### config.mk
export PLATFORM = sky130hd
export DESIGN_NAME = pad_flat
export DESIGN_NICKNAME = d
export VERILOG_FILES = /design/src/rtl/pad_if.sv /design/src/rtl/pad.sv /design/src/flat_wrapper.sv
export SDC_FILE = /design/constraint.sdc
export NUM_CORES = 1
export LEC_CHECK = 0
export CORE_UTILIZATION = 41
export CTS_CLUSTER_DIAMETER = 60
export DETAILED_ROUTE_END_ITERATION = 12
export SYNTH_ARGS = -nofsm -noshare
export SYNTH_HDL_FRONTEND = slang
export SYNTH_SLANG_ARGS = --single-unit
### constraint.sdc
create_clock -name clk -period 6.6 [get_ports clk]
set_clock_uncertainty 0.2 [all_clocks]
set_input_delay 0.99 -clock clk [delete_from_list [all_inputs] [get_ports clk]]
set_output_delay 0.99 -clock clk [all_outputs]
set_load 0.02 [all_outputs]
### src/rtl/pad_if.sv
// Valid/avail streaming channel carrying one group per transfer.
// The master drives data and valid; the slave reports whether it can accept.
interface pad_stream_if #(
    parameter int WIDTH = 32
) ();
    logic [WIDTH-1:0] data;
    logic             valid;
    logic             avail;

    modport master (output data, output valid, input avail);
    modport slave  (input data, input valid, output avail);
endinterface

### src/rtl/pad.sv
// Zero-padding stage: frames each row-major image with optional one-position zero
// borders, feeding the align stage through a 4-slot first-word-fall-through FIFO.
module pad #(
    parameter int GROUP_SIZE    = 4,
    parameter int DATA_WIDTH    = 8,
    parameter int LOG_MAX_ITERS = 16,
    parameter int LOG_MAX_ROWS  = 16,
    parameter int LOG_MAX_COLS  = 16
) (
    input  logic                     clk,
    input  logic                     rst,
    input  logic                     configure,
    input  logic [LOG_MAX_ITERS-1:0] num_iters,
    input  logic [LOG_MAX_ROWS-1:0]  num_rows,
    input  logic [LOG_MAX_COLS-1:0]  num_cols,
    input  logic                     pad_top,
    input  logic                     pad_bottom,
    input  logic                     pad_left,
    input  logic                     pad_right,
    pad_stream_if.slave              in_bus,
    pad_stream_if.master             out_bus,
    output logic                     busy
);

    localparam int GW = GROUP_SIZE * DATA_WIDTH;
    localparam int RW = LOG_MAX_ROWS + 1;
    localparam int CW = LOG_MAX_COLS + 1;

    typedef enum logic {
        IDLE = 1'b0,
        RUN  = 1'b1
    } state_t;

    state_t state, next_state;

    logic [GW-1:0] fifo_mem [4];
    logic [1:0]    wr_ptr, rd_ptr;
    logic [2:0]    count;
    logic          full, almost_full, empty;
    logic          push, pop;
    logic [GW-1:0] head;

    logic [LOG_MAX_ROWS-1:0]  num_rows_r;
    logic [LOG_MAX_COLS-1:0]  num_cols_r;
    logic                     pad_top_r, pad_left_r;
    logic [RW-1:0]            rows_p, row_r;
    logic [CW-1:0]            cols_p, col_r;
    logic [LOG_MAX_ITERS-1:0] iter_r;

    logic cfg_ok, pad_pos, row_last, col_last, last_iter, fire;

    assign full        = (count == 3'd4);
    assign almost_full = (count == 3'd3);
    assign empty       = (count == 3'd0);
    assign head        = fifo_mem[rd_ptr];

    // The almost-full slot absorbs the one group already in flight when avail drops.
    assign in_bus.avail = ~almost_full & ~full;

    assign push = in_bus.valid & ~full;
    assign pop  = fire & ~pad_pos;

    assign cfg_ok = (|num_iters) & (|num_rows) & (|num_cols);

    assign pad_pos = (row_r <  RW'(pad_top_r))
                   | (row_r >= RW'(pad_top_r) + RW'(num_rows_r))
                   | (col_r <  CW'(pad_left_r))
                   | (col_r >= CW'(pad_left_r) + CW'(num_cols_r));

    assign row_last  = (row_r == rows_p - RW'(1));
    assign col_last  = (col_r == cols_p - CW'(1));
    assign last_iter = (iter_r == LOG_MAX_ITERS'(1));

    assign busy = (state == RUN);
    assign fire = busy & out_bus.avail & ~configure & (pad_pos | ~empty);

    always_ff @(posedge clk) begin
        if (push) begin
            fifo_mem[wr_ptr] <= in_bus.data;
        end
    end

    always_ff @(posedge clk or negedge rst) begin
        if (!rst) begin
            wr_ptr <= '0;
            rd_ptr <= '0;
            count  <= '0;
        end else begin
            if (push) begin
                wr_ptr <= wr_ptr + 2'd1;
            end
            if (pop) begin
                rd_ptr <= rd_ptr + 2'd1;
            end
            count <= count + 3'(push) - 3'(pop);
        end
    end

    always_ff @(posedge clk or negedge rst) begin
        if (!rst) begin
            state <= IDLE;
        end else begin
            state <= next_state;
        end
    end

    always_comb begin
        next_state    = state;
        out_bus.valid = 1'b0;
        out_bus.data  = '0;
        if (configure) begin
            next_state = cfg_ok ? RUN : IDLE;
        end else if (fire && row_last && col_last && last_iter) begin
            next_state = IDLE;
        end
        if (fire) begin
            out_bus.valid = 1'b1;
            out_bus.data  = pad_pos ? '0 : head;
        end
    end

    // Bottom/right pads only matter through the padded extents, so they are not kept.
    always_ff @(posedge clk or negedge rst) begin
        if (!rst) begin
            num_rows_r <= '0;
            num_cols_r <= '0;
            pad_top_r  <= 1'b0;
            pad_left_r <= 1'b0;
            rows_p     <= '0;
            cols_p     <= '0;
            row_r      <= '0;
            col_r      <= '0;
            iter_r     <= '0;
        end else if (configure) begin
            num_rows_r <= num_rows;
            num_cols_r <= num_cols;
            pad_top_r  <= pad_top;
            pad_left_r <= pad_left;
            rows_p     <= RW'(num_rows) + RW'(pad_top) + RW'(pad_bottom);
            cols_p     <= CW'(num_cols) + CW'(pad_left) + CW'(pad_right);
            row_r      <= '0;
            col_r      <= '0;
            iter_r     <= num_iters;
        end else if (fire) begin
            if (col_last) begin
                col_r <= '0;
                if (row_last) begin
                    row_r <= '0;
                    if (!last_iter) begin
                        iter_r <= iter_r - LOG_MAX_ITERS'(1);
                    end
                end else begin
                    row_r <= row_r + RW'(1);
                end
            end else begin
                col_r <= col_r + CW'(1);
            end
        end
    end

endmodule

### src/flat_wrapper.sv
// flat-port wrapper written by rule: the top's interface ports become plain ports
module pad_flat 
#(
    parameter int GROUP_SIZE    = 4,
    parameter int DATA_WIDTH    = 8,
    parameter int LOG_MAX_ITERS = 16,
    parameter int LOG_MAX_ROWS  = 16,
    parameter int LOG_MAX_COLS  = 16
)
  (clk, rst, configure, num_iters, num_rows, num_cols, pad_top, pad_bottom, pad_left, pad_right, busy, in_bus_data, in_bus_valid, in_bus_avail, out_bus_data, out_bus_valid, out_bus_avail);
  pad_stream_if #(.WIDTH(32)) in_bus_i ();
  pad_stream_if #(.WIDTH(32)) out_bus_i ();
  input  logic clk;
  input  logic rst;
  input  logic configure;
  input  logic [LOG_MAX_ITERS-1:0] num_iters;
  input  logic [LOG_MAX_ROWS-1:0] num_rows;
  input  logic [LOG_MAX_COLS-1:0] num_cols;
  input  logic pad_top;
  input  logic pad_bottom;
  input  logic pad_left;
  input  logic pad_right;
  output logic busy;
  input wire logic [$bits(in_bus_i.data)-1:0] in_bus_data;
  input wire logic [$bits(in_bus_i.valid)-1:0] in_bus_valid;
  output wire logic [$bits(in_bus_i.avail)-1:0] in_bus_avail;
  output wire logic [$bits(out_bus_i.data)-1:0] out_bus_data;
  output wire logic [$bits(out_bus_i.valid)-1:0] out_bus_valid;
  input wire logic [$bits(out_bus_i.avail)-1:0] out_bus_avail;
  assign in_bus_i.data = in_bus_data;
  assign in_bus_i.valid = in_bus_valid;
  assign in_bus_avail = in_bus_i.avail;
  assign out_bus_data = out_bus_i.data;
  assign out_bus_valid = out_bus_i.valid;
  assign out_bus_i.avail = out_bus_avail;
  pad #(.GROUP_SIZE(GROUP_SIZE), .DATA_WIDTH(DATA_WIDTH), .LOG_MAX_ITERS(LOG_MAX_ITERS), .LOG_MAX_ROWS(LOG_MAX_ROWS), .LOG_MAX_COLS(LOG_MAX_COLS)) u_core (.clk(clk), .rst(rst), .configure(configure), .num_iters(num_iters), .num_rows(num_rows), .num_cols(num_cols), .pad_top(pad_top), .pad_bottom(pad_bottom), .pad_left(pad_left), .pad_right(pad_right), .in_bus(in_bus_i), .out_bus(out_bus_i), .busy(busy));
endmodule
After elaboration in Yosys (flattened, before gate mapping)
Memories as Yosys holds them, arrays and structs flattened.
Cells that the tools add are included.
W data, S select, Z words.

cells by class
  magnitude comparators = 4
  reductions and logical operators = 13
  bitwise logic cells = 17
  add/subtract/negate cells = 15
  equality and inequality tests = 6
  mux-type cells = 20

operator list
  operator                 number
  $mux W17                 7
  $mux W16                 5
  $mux W32                 2
  $reduce_or A16 Y1        3
  $add A1 B16 Y17          2
  $add A16 B1 Y17          2
  $add A17 B1 Y17          2
  $add A17 B1 Y17 const B  2
  $eq A17 B17 Y1           2
  $ge A17 B17 Y1           2
  $lt A17 B1 Y1            2
  $sub A17 B1 Y17 const B  2
  $eq A16 B1 Y1 const B    1
  $sub A16 B1 Y16 const B  1
  $and A1 B1 Y1            8
  $reduce_bool A2 Y1       4
  $mux W1                  6
  $not A1 Y1               5
  $add A2 B1 Y2 const B    2
  $or A1 B1 Y1             4
  $reduce_and A4 Y1        1
  $add A3 B1 Y3            1
  $eq A3 B2 Y1 const B     1
  $eq A3 B3 Y1 const B     1
  5 further kinds          7

storage, ports and cells
  memories kept = 1
  bits of input ports = 89
  register bits after elaboration = 126
  output and inout port bits = 35
  memory bits (writable) = 128

memories
  memory           depth  width  read ports  clocked after Yosys merged registers in  write ports  line       source
  u_core.fifo_mem  4      32     1           0                                        1            pad.sv:36  logic [GW-1:0] fifo_mem [4];

Depth between registers and ports, before layout
Gate-level depths: netlist (run 1).

  depth after elaboration = 12
  depth in mapped cells = 22
  mapped depth without buffers = 21

Least setup slack after synthesis (run 1)
OpenSTA, ideal clock, no wires.

  path kind = register to output
  start = register u_core.num_cols_r[2]
  end = output port out_bus_data[27]
  cell stages (with the launch flop) = 17
  data arrival time = 3392 ps
  path buffers = 1
  setup slack = 2018 ps
  required time = 5410 ps
  path through = dfrtp_1 and3_1 and3_1 and2_1 and3_1 nand2_1 xor2_1 ha_1 a21oi_1 a21boi_0 a311o_1 nor4_1 nand3_1 nand2_1 inv_1 clkbuf_1 and3_1

between the ends
  cells in the longest elaborated chain, start to end = 6

ends and longest elaborated chain
  what                    line                source
  start, declared         pad.sv:44           logic [LOG_MAX_COLS-1:0] num_cols_r;
  start signal, assigned  pad.sv:136          num_cols_r <= num_cols;
  $add A1 B16 Y17 (*)     pad.sv:68           | (col_r >= CW'(pad_left_r) + CW'(num_cols_r));
  $ge A17 B17 Y1 (*)      pad.sv:68
  $or A1 B1 Y1 (*)        pad.sv:68
  $or A1 B1 Y1            pad.sv:75           assign fire = busy & out_bus.avail & ~configure & (pad_pos | ~empty);
  $and A1 B1 Y1           pad.sv:75
  $mux W32 (*)            pad.sv:116          if (fire) begin
  end, declared           flat_wrapper.sv:27  output wire logic [$bits(out_bus_i.data)-1:0] out_bus_data;

Mark *: on every way between the ends. The rest lies on a longest branch, timed or not.

Worst setup path in the final report (run 1)
  start = register u_core.pad_left_r
  end = output port out_bus_data[15]

between the ends
  cells in the longest elaborated chain, start to end = 6

ends and longest elaborated chain
  what                                              line                  source
  start, declared                                   pad.sv:45             logic pad_top_r, pad_left_r;
  start signal, assigned                            pad.sv:138            pad_left_r <= pad_left;
  $add A1 B16 Y17 or $lt A17 B1 Y1 (tied branches)  pad.sv:68, pad.sv:67
  $ge A17 B17 Y1 or $or A1 B1 Y1 (tied branches)    pad.sv:68, pad.sv:67
  $or A1 B1 Y1 (*)                                  pad.sv:68
  $or A1 B1 Y1                                      pad.sv:75
  $and A1 B1 Y1                                     pad.sv:75
  $mux W32 (*)                                      pad.sv:116

Marked as above.

==> reports/summary.txt, run 1 <==
Maximum buffer depth of the clock tree: 3
Setup bufs post-CTS: 0
Mux contribution to synthesized area: 8.62%
Total CTS buffers: 31
Worst r2r src: u_core.pad_left_r
Worst skew pair latency: 0.57 ns
Clock transition at path regs: 0.06 ns
CP Capture Type: output pin
Seq cells post-synth: 254
Unrepaired setup endpoints after global routing: false
Synth Warn #: 0
Htree depth: 1
Crit path kind: reg2out
Layout cells sized above 1: 10.9%
DRT Pass-1 Iters: 6
Worst setup path start: u_core.pad_left_r
Seq pwr share: 43.6%
Main combinational cell family by area after synthesis: simple AND/OR/NAND/NOR gates
Tot Pwr: 0.00469 W
Buffers on Ports: 123
DP Area: 15700 µm²
CTS Hold Buffers Added: 0
Synthesized cell area: 14000 µm²
Num ports: 124
Core area: 33600 µm²
Remaining Overflow, GRT: 0
Final period utilization: 93.3%
Run status: finished clean
Worst VDD drop: 213 µV
Worst Path Required: 5.41 ns
NumNets Final: 1499
Clock power share: 35.3%
Worst Path Arrival: 4.97 ns
Post-synth top area share: 27.4%
Internal power: 0.00334 W
Fmax: 162 MHz
Synth area leader: edfxtp_1
TNS Setup: 0 ns
Area of the multi-input gates: 6620 µm²
1st-iter DRT viols: 628
Commonest non-fill, non-tap cell in the layout: edfxtp_1
Post-synth net total: 1389
Final WL: 34600 µm
Final hold violation count: 0
Combinational Power Share: 21.1%
MaxCap Viol Count: 0
Synth Flop Type: edfxtp_1
Filler cells: 2992
TritonCTS clock tree: done
Worst Hold Class: in2async
Dpl hpwl: 24000 µm
CTS sink count: 254
GPL Wtd Cong: 0.828
Reg area: 7000 µm²
Vias in the first global route: 9899
Routed vias/inst: 5.60
Root Driver: clkbuf_16
Row count: 67
Relative slew slack: 25.8%
Avg WL per Cell: 18.9 µm
Initial antenna violation count: 0
Final antenna diode count: 0
Avg Synthesized Cell Area: 11.3 µm²
Slew @ Worst Pin: 1.11 ns
Die area: 35000 µm²
CP startpoint kind: flip-flop
Synth Area in Simple Gates: 18.6%
Layout area overhead: 18.9%
Net Sw Power: 0.00135 W
First-pass GRT wire length: 55200 µm
Final Setup Violations: 0
Post-synth EDFFs: 128
Compound-Gate Fraction of Synth Area: 9.00%
DRC: 0
Asr flop ratio synth: 49.6%
Pwr dens: 281 nW/µm²
Initial Util: 41.7%
CP max FO: 39
Total GRT Usage: 19.7%
Pleak: 6.26 nW
Sw frac: 28.8%
Most frequent cells in the layout: edfxtp_1, dfrtp_1, clkdlybuf4s50_1
Die width: 187 µm
Max Transition Viols Final: 0
Via count: 10200
Post_cts resized: 0
Seq/Total Area, Yosys: 49.9%
Yosys cell types: 75
Post-synthesis xor/xnor area fraction: 5.81%
Final worst path period need: 6.16 ns
Design area: 16700 µm²
Post-synthesis adder-cell area fraction: 5.07%
Die height: 187 µm
Synth area leaders: edfxtp_1, dfrtp_1, mux4_2
Antenna viol nets, final: 0
Post-synthesis cell count: 1245
Largest net degree at the start of global routing: 73
[stage by stage]
step / hold slack (ns) / util (%) / instances / setup WS (ns)
floorplan: 0.284 / - / 1245 / 2.02
global placement: 0.299 / 46.6 / 1770 / 1.31
detailed placement: 0.305 / 46.6 / 1770 / 1.09
CTS: 0.319 / 49.6 / 1828 / 0.430
global route: 0.346 / 49.6 / 1828 / 0.0162
finish: 0.310 / 49.6 / 1828 / 0.444
[cells in the mapped netlist (11+ instances only)]
| cell | instances |
|---|---|
| a31oi_1 | 27 |
| edfxtp_1 | 128 |
| mux2i_1 | 14 |
| nand4b_1 | 13 |
| ha_1 | 52 |
| o21ai_0 | 37 |
| or3_1 | 17 |
| a21oi_1 | 59 |
| nor3_1 | 21 |
| nand4_1 | 22 |
| xor2_1 | 43 |
| xnor2_1 | 50 |
| nor2_1 | 84 |
| mux2_2 | 31 |
| dfrtp_1 | 126 |
| nand2_1 | 61 |
| and3_1 | 65 |
| or4_1 | 16 |
| and2_1 | 11 |
| nand3_1 | 58 |
| inv_1 | 44 |
| nor4_1 | 32 |
| mux4_2 | 32 |
| nand3b_1 | 11 |
| clkbuf_1 | 48 |
[flip-flops by register name, summed over array words and instances, names as in the netlist, 2 cells and up]
name               flops
u_core.col_r          17
u_core.num_cols_r     16
u_core.wr_ptr          2
u_core.fifo_mem      128
u_core.num_rows_r     16
u_core.row_r          17
u_core.iter_r         16
u_core.cols_p         17
u_core.count           3
u_core.rows_p         17
u_core.rd_ptr          2
[critical path, cell delays in order (launching register included)]
cell and delay [ns]:
dfrtp_1 0.36, ha_1 0.19, ha_1 0.22, nand3_1 0.20, nor2_1 0.27, nand3_1 0.13
xor2_1 0.16, ha_1 0.30, nand4_1 0.13, a2111oi_0 0.56, nor4_1 0.17, nand3_1 0.20
nand2_1 0.20, clkinv_1 0.12, buf_4 0.33, and3_1 0.22, clkdlybuf4s50_1 0.61
[metal layers]
metal  GRT usage [%]  vias to the layer above  part of all wire (%)
li1                -                     4931                     -
met1            27.2                     5059                    45
met2            32.7                      197                    49
met3            2.68                       51                   4.0
met4            4.76                        0                   2.0
met5               0                        -                     0
[layout make-up]
| class | count | share of cell area, % |
|---|---|---|
| Clock buffer | 42 | 5.14 |
| Timing Repair Buffer | 137 | 7.98 |
| Multi-Input combinational cell | 886 | 39.7 |
| Tap cell | 448 | 3.36 |
| Sequential cell | 254 | 42.0 |
| Clock inverter | 16 | 0.893 |
| Inverter | 45 | 1.01 |
[path summary, 6_finish.rpt]
check | endpoint | slack, ns | cells after the start
min in group clk | u_core.num_cols_r[0] | 0.31 | 1
worst min-delay path | u_core.rows_p[7] | 0.31 | 1
worst min register to register | u_core.num_cols_r[0] | 0.31 | 1
max in group asynchronous | u_core.pad_left_r | 4.54 | 2
worst max-delay path | out_bus_data[15] | 0.44 | 16
worst max register to register | u_core.count[2] | 1.62 | 22
[power by group through the flow]
stage / sequential (W) / clock [W] / combinational, W
detailed placement: 0.00208 / 0 / 0.00102
floorplan: 0.00202 / 0 / 0.000697
CTS: 0.00205 / 0.00169 / 0.00102
finish: 0.00204 / 0.00166 / 0.000990
global placement: 0.00207 / 0 / 0.00102
global route: 0.00207 / 0.00176 / 0.00110
[logic make-up after synthesis]
| group | Yosys count |
|---|---|
| AO/OA/AOI/OAI | 198 |
| XOR/XNOR | 93 |
| adder cells (fa/ha/maj) | 55 |
| buffers and inverters | 105 |
| flip-flops | 254 |
| multiplexers | 77 |
| AND/OR/NAND/NOR | 463 |
(Power assumes the default switching activity.)
==> run 2, diff against run 1 <==
MAX_ROUTING_LAYER = met4   (was default)
==> reports/summary.txt, run 2 (synthesis results as in run 1) <==
Most frequent cells in the layout: edfxtp_1, dfrtp_1, clkdlybuf4s50_1
Layout cells sized above 1: 10.9%
Buffers & Inverters on Critical Path: 3
Buffers on Ports: 123
First-pass GRT wire length: 55200 µm
R2R Path End: u_core.count[2]
Die area: 35000 µm²
MaxCap Viol Count: 0
Final WL: 34600 µm
Unrepaired setup endpoints after global routing: false
Critical path's top delay family: simple AND/OR/NAND/NOR gates
Worst setup path start: u_core.pad_left_r
Die height: 187 µm
End point of the critical path: out_bus_data[15]
Pleak: 6.26 nW
Relative slew slack: 22.1%
Remaining Overflow, GRT: 0
Final worst setup slack: 0.424 ns
Num ports: 124
Total CTS buffers: 31
CP Capture Type: output pin
Worst skew pair latency: 0.57 ns
Layout area overhead: 18.9%
Top reg by flops: u_core.fifo_mem
Max Transition Viols Final: 0
Final Setup Violations: 0
Crit path kind: reg2out
Largest net degree at the start of global routing: 73
Worst r2r src: u_core.pad_left_r
DRT Pass-1 Iters: 5
Initial antenna violation count: 0
Fmax: 162 MHz
Worst Path Arrival: 4.99 ns
Filler cells: 2992
Maximum buffer depth of the clock tree: 3
Worst Hold Class: in2async
Htree depth: 1
CTS Hold Buffers Added: 0
Pwr dens: 281 nW/µm²
1st-iter DRT viols: 581
NumNets Final: 1499
Total GRT Usage: 20.3%
Routed vias/inst: 5.60
Levels on crit path: 16
CTS sink count: 254
DRC: 0
Via count: 10200
GPL Wtd Cong: 0.841
Number of flip-flops under the largest register name: 128
Run status: finished clean
Placement Setup Slack: 1.09 ns
Flop2flop setup slack: 1.63 ns
Commonest non-fill, non-tap cell in the layout: edfxtp_1
Avg WL per Cell: 18.9 µm
Worst path max stage delay: 0.61 ns
Final period utilization: 93.6%
Slew @ Worst Pin: 1.16 ns
Initial Util: 41.7%
Dpl hpwl: 24000 µm
Crit-path cells: ha_1 -> ha_1 -> nand3_1 -> nor2_1 -> nand3_1 -> xor2_1 -> ha_1 -> nand4_1 -> a2111oi_0 -> nor4_1 -> nand3_1 -> nand2_1 -> clkinv_1 -> buf_4 -> and3_1 -> clkdlybuf4s50_1
Clock transition at path regs: 0.06 ns
R2r worst-path depth: 22
Final worst path period need: 6.18 ns
Die width: 187 µm
CP max FO: 39
TNS Setup: 0 ns
Row count: 67
Core area: 33600 µm²
Setup bufs post-CTS: 0
Final hold violation count: 0
Worst VDD drop: 214 µV
CP startpoint kind: flip-flop
Root Driver: clkbuf_16
TritonCTS clock tree: done
Worst Path Required: 5.41 ns
Worst path slowest cell: clkdlybuf4s50_1
Post_cts resized: 0
Final antenna diode count: 0
Antenna viol nets, final: 0
Vias in the first global route: 9903
[run 2: cell counts in the layout (fill, tap and decap cells not counted)]
No cell type changed its count.
[run 2: how the worst min path moves through the flow]
stage                          from                    to  cells past startpoint
2_1_floorplan     u_core.cols_p[16]     u_core.cols_p[16]                      1
5_1_grt        u_core.num_cols_r[0]  u_core.num_cols_r[0]                      1
4_1_cts        u_core.num_cols_r[0]  u_core.num_cols_r[0]                      1
3_3_place_gp   u_core.num_cols_r[0]  u_core.num_cols_r[0]                      1
6_report                        rst      u_core.rows_p[7]                      1
3_5_place_dp   u_core.num_cols_r[0]  u_core.num_cols_r[0]                      1
[run 2: cell type report]
cell class	instances	area [µm²]	share of cell area (%)
Clock buffer	42	857	5.14
Clock inverter	16	149	0.893
Inverter	45	169	1.01
Multi-Input combinational cell	886	6620	39.7
Sequential cell	254	7000	42.0
Tap cell	448	561	3.36
Timing Repair Buffer	137	1330	7.98
[run 2: power by group]
part           leakage [nW]  switching, W  internal, W
clock                 0.488      0.000695     0.000961
sequential             2.72      0.000128      0.00192
combinational          3.05      0.000528     0.000464
total                  6.26       0.00135      0.00334
[run 2: per-layer routing]
metal | track usage [%] | vias to the layer above | share of wire, %
met5 | - | - | 0
met4 | 4.92 | 0 | 2.1
met3 | 2.61 | 51 | 3.5
met2 | 32.7 | 169 | 49
met1 | 27.2 | 5090 | 46
li1 | - | 4933 | -
[run 2: per-stage QoR]
step,instance area (µm²),utilization [%],hold slack [ns],instances,power [W]
4_1_cts,16700,49.6,0.319,1828,0.00476
5_1_grt,16700,49.6,0.346,1828,0.00493
3_3_place_gp,15700,46.6,0.299,1770,0.00309
3_5_place_dp,15700,46.6,0.305,1770,0.00309
6_report,16700,49.6,0.310,1828,0.00469
2_1_floorplan,14000,-,0.284,1245,0.00272
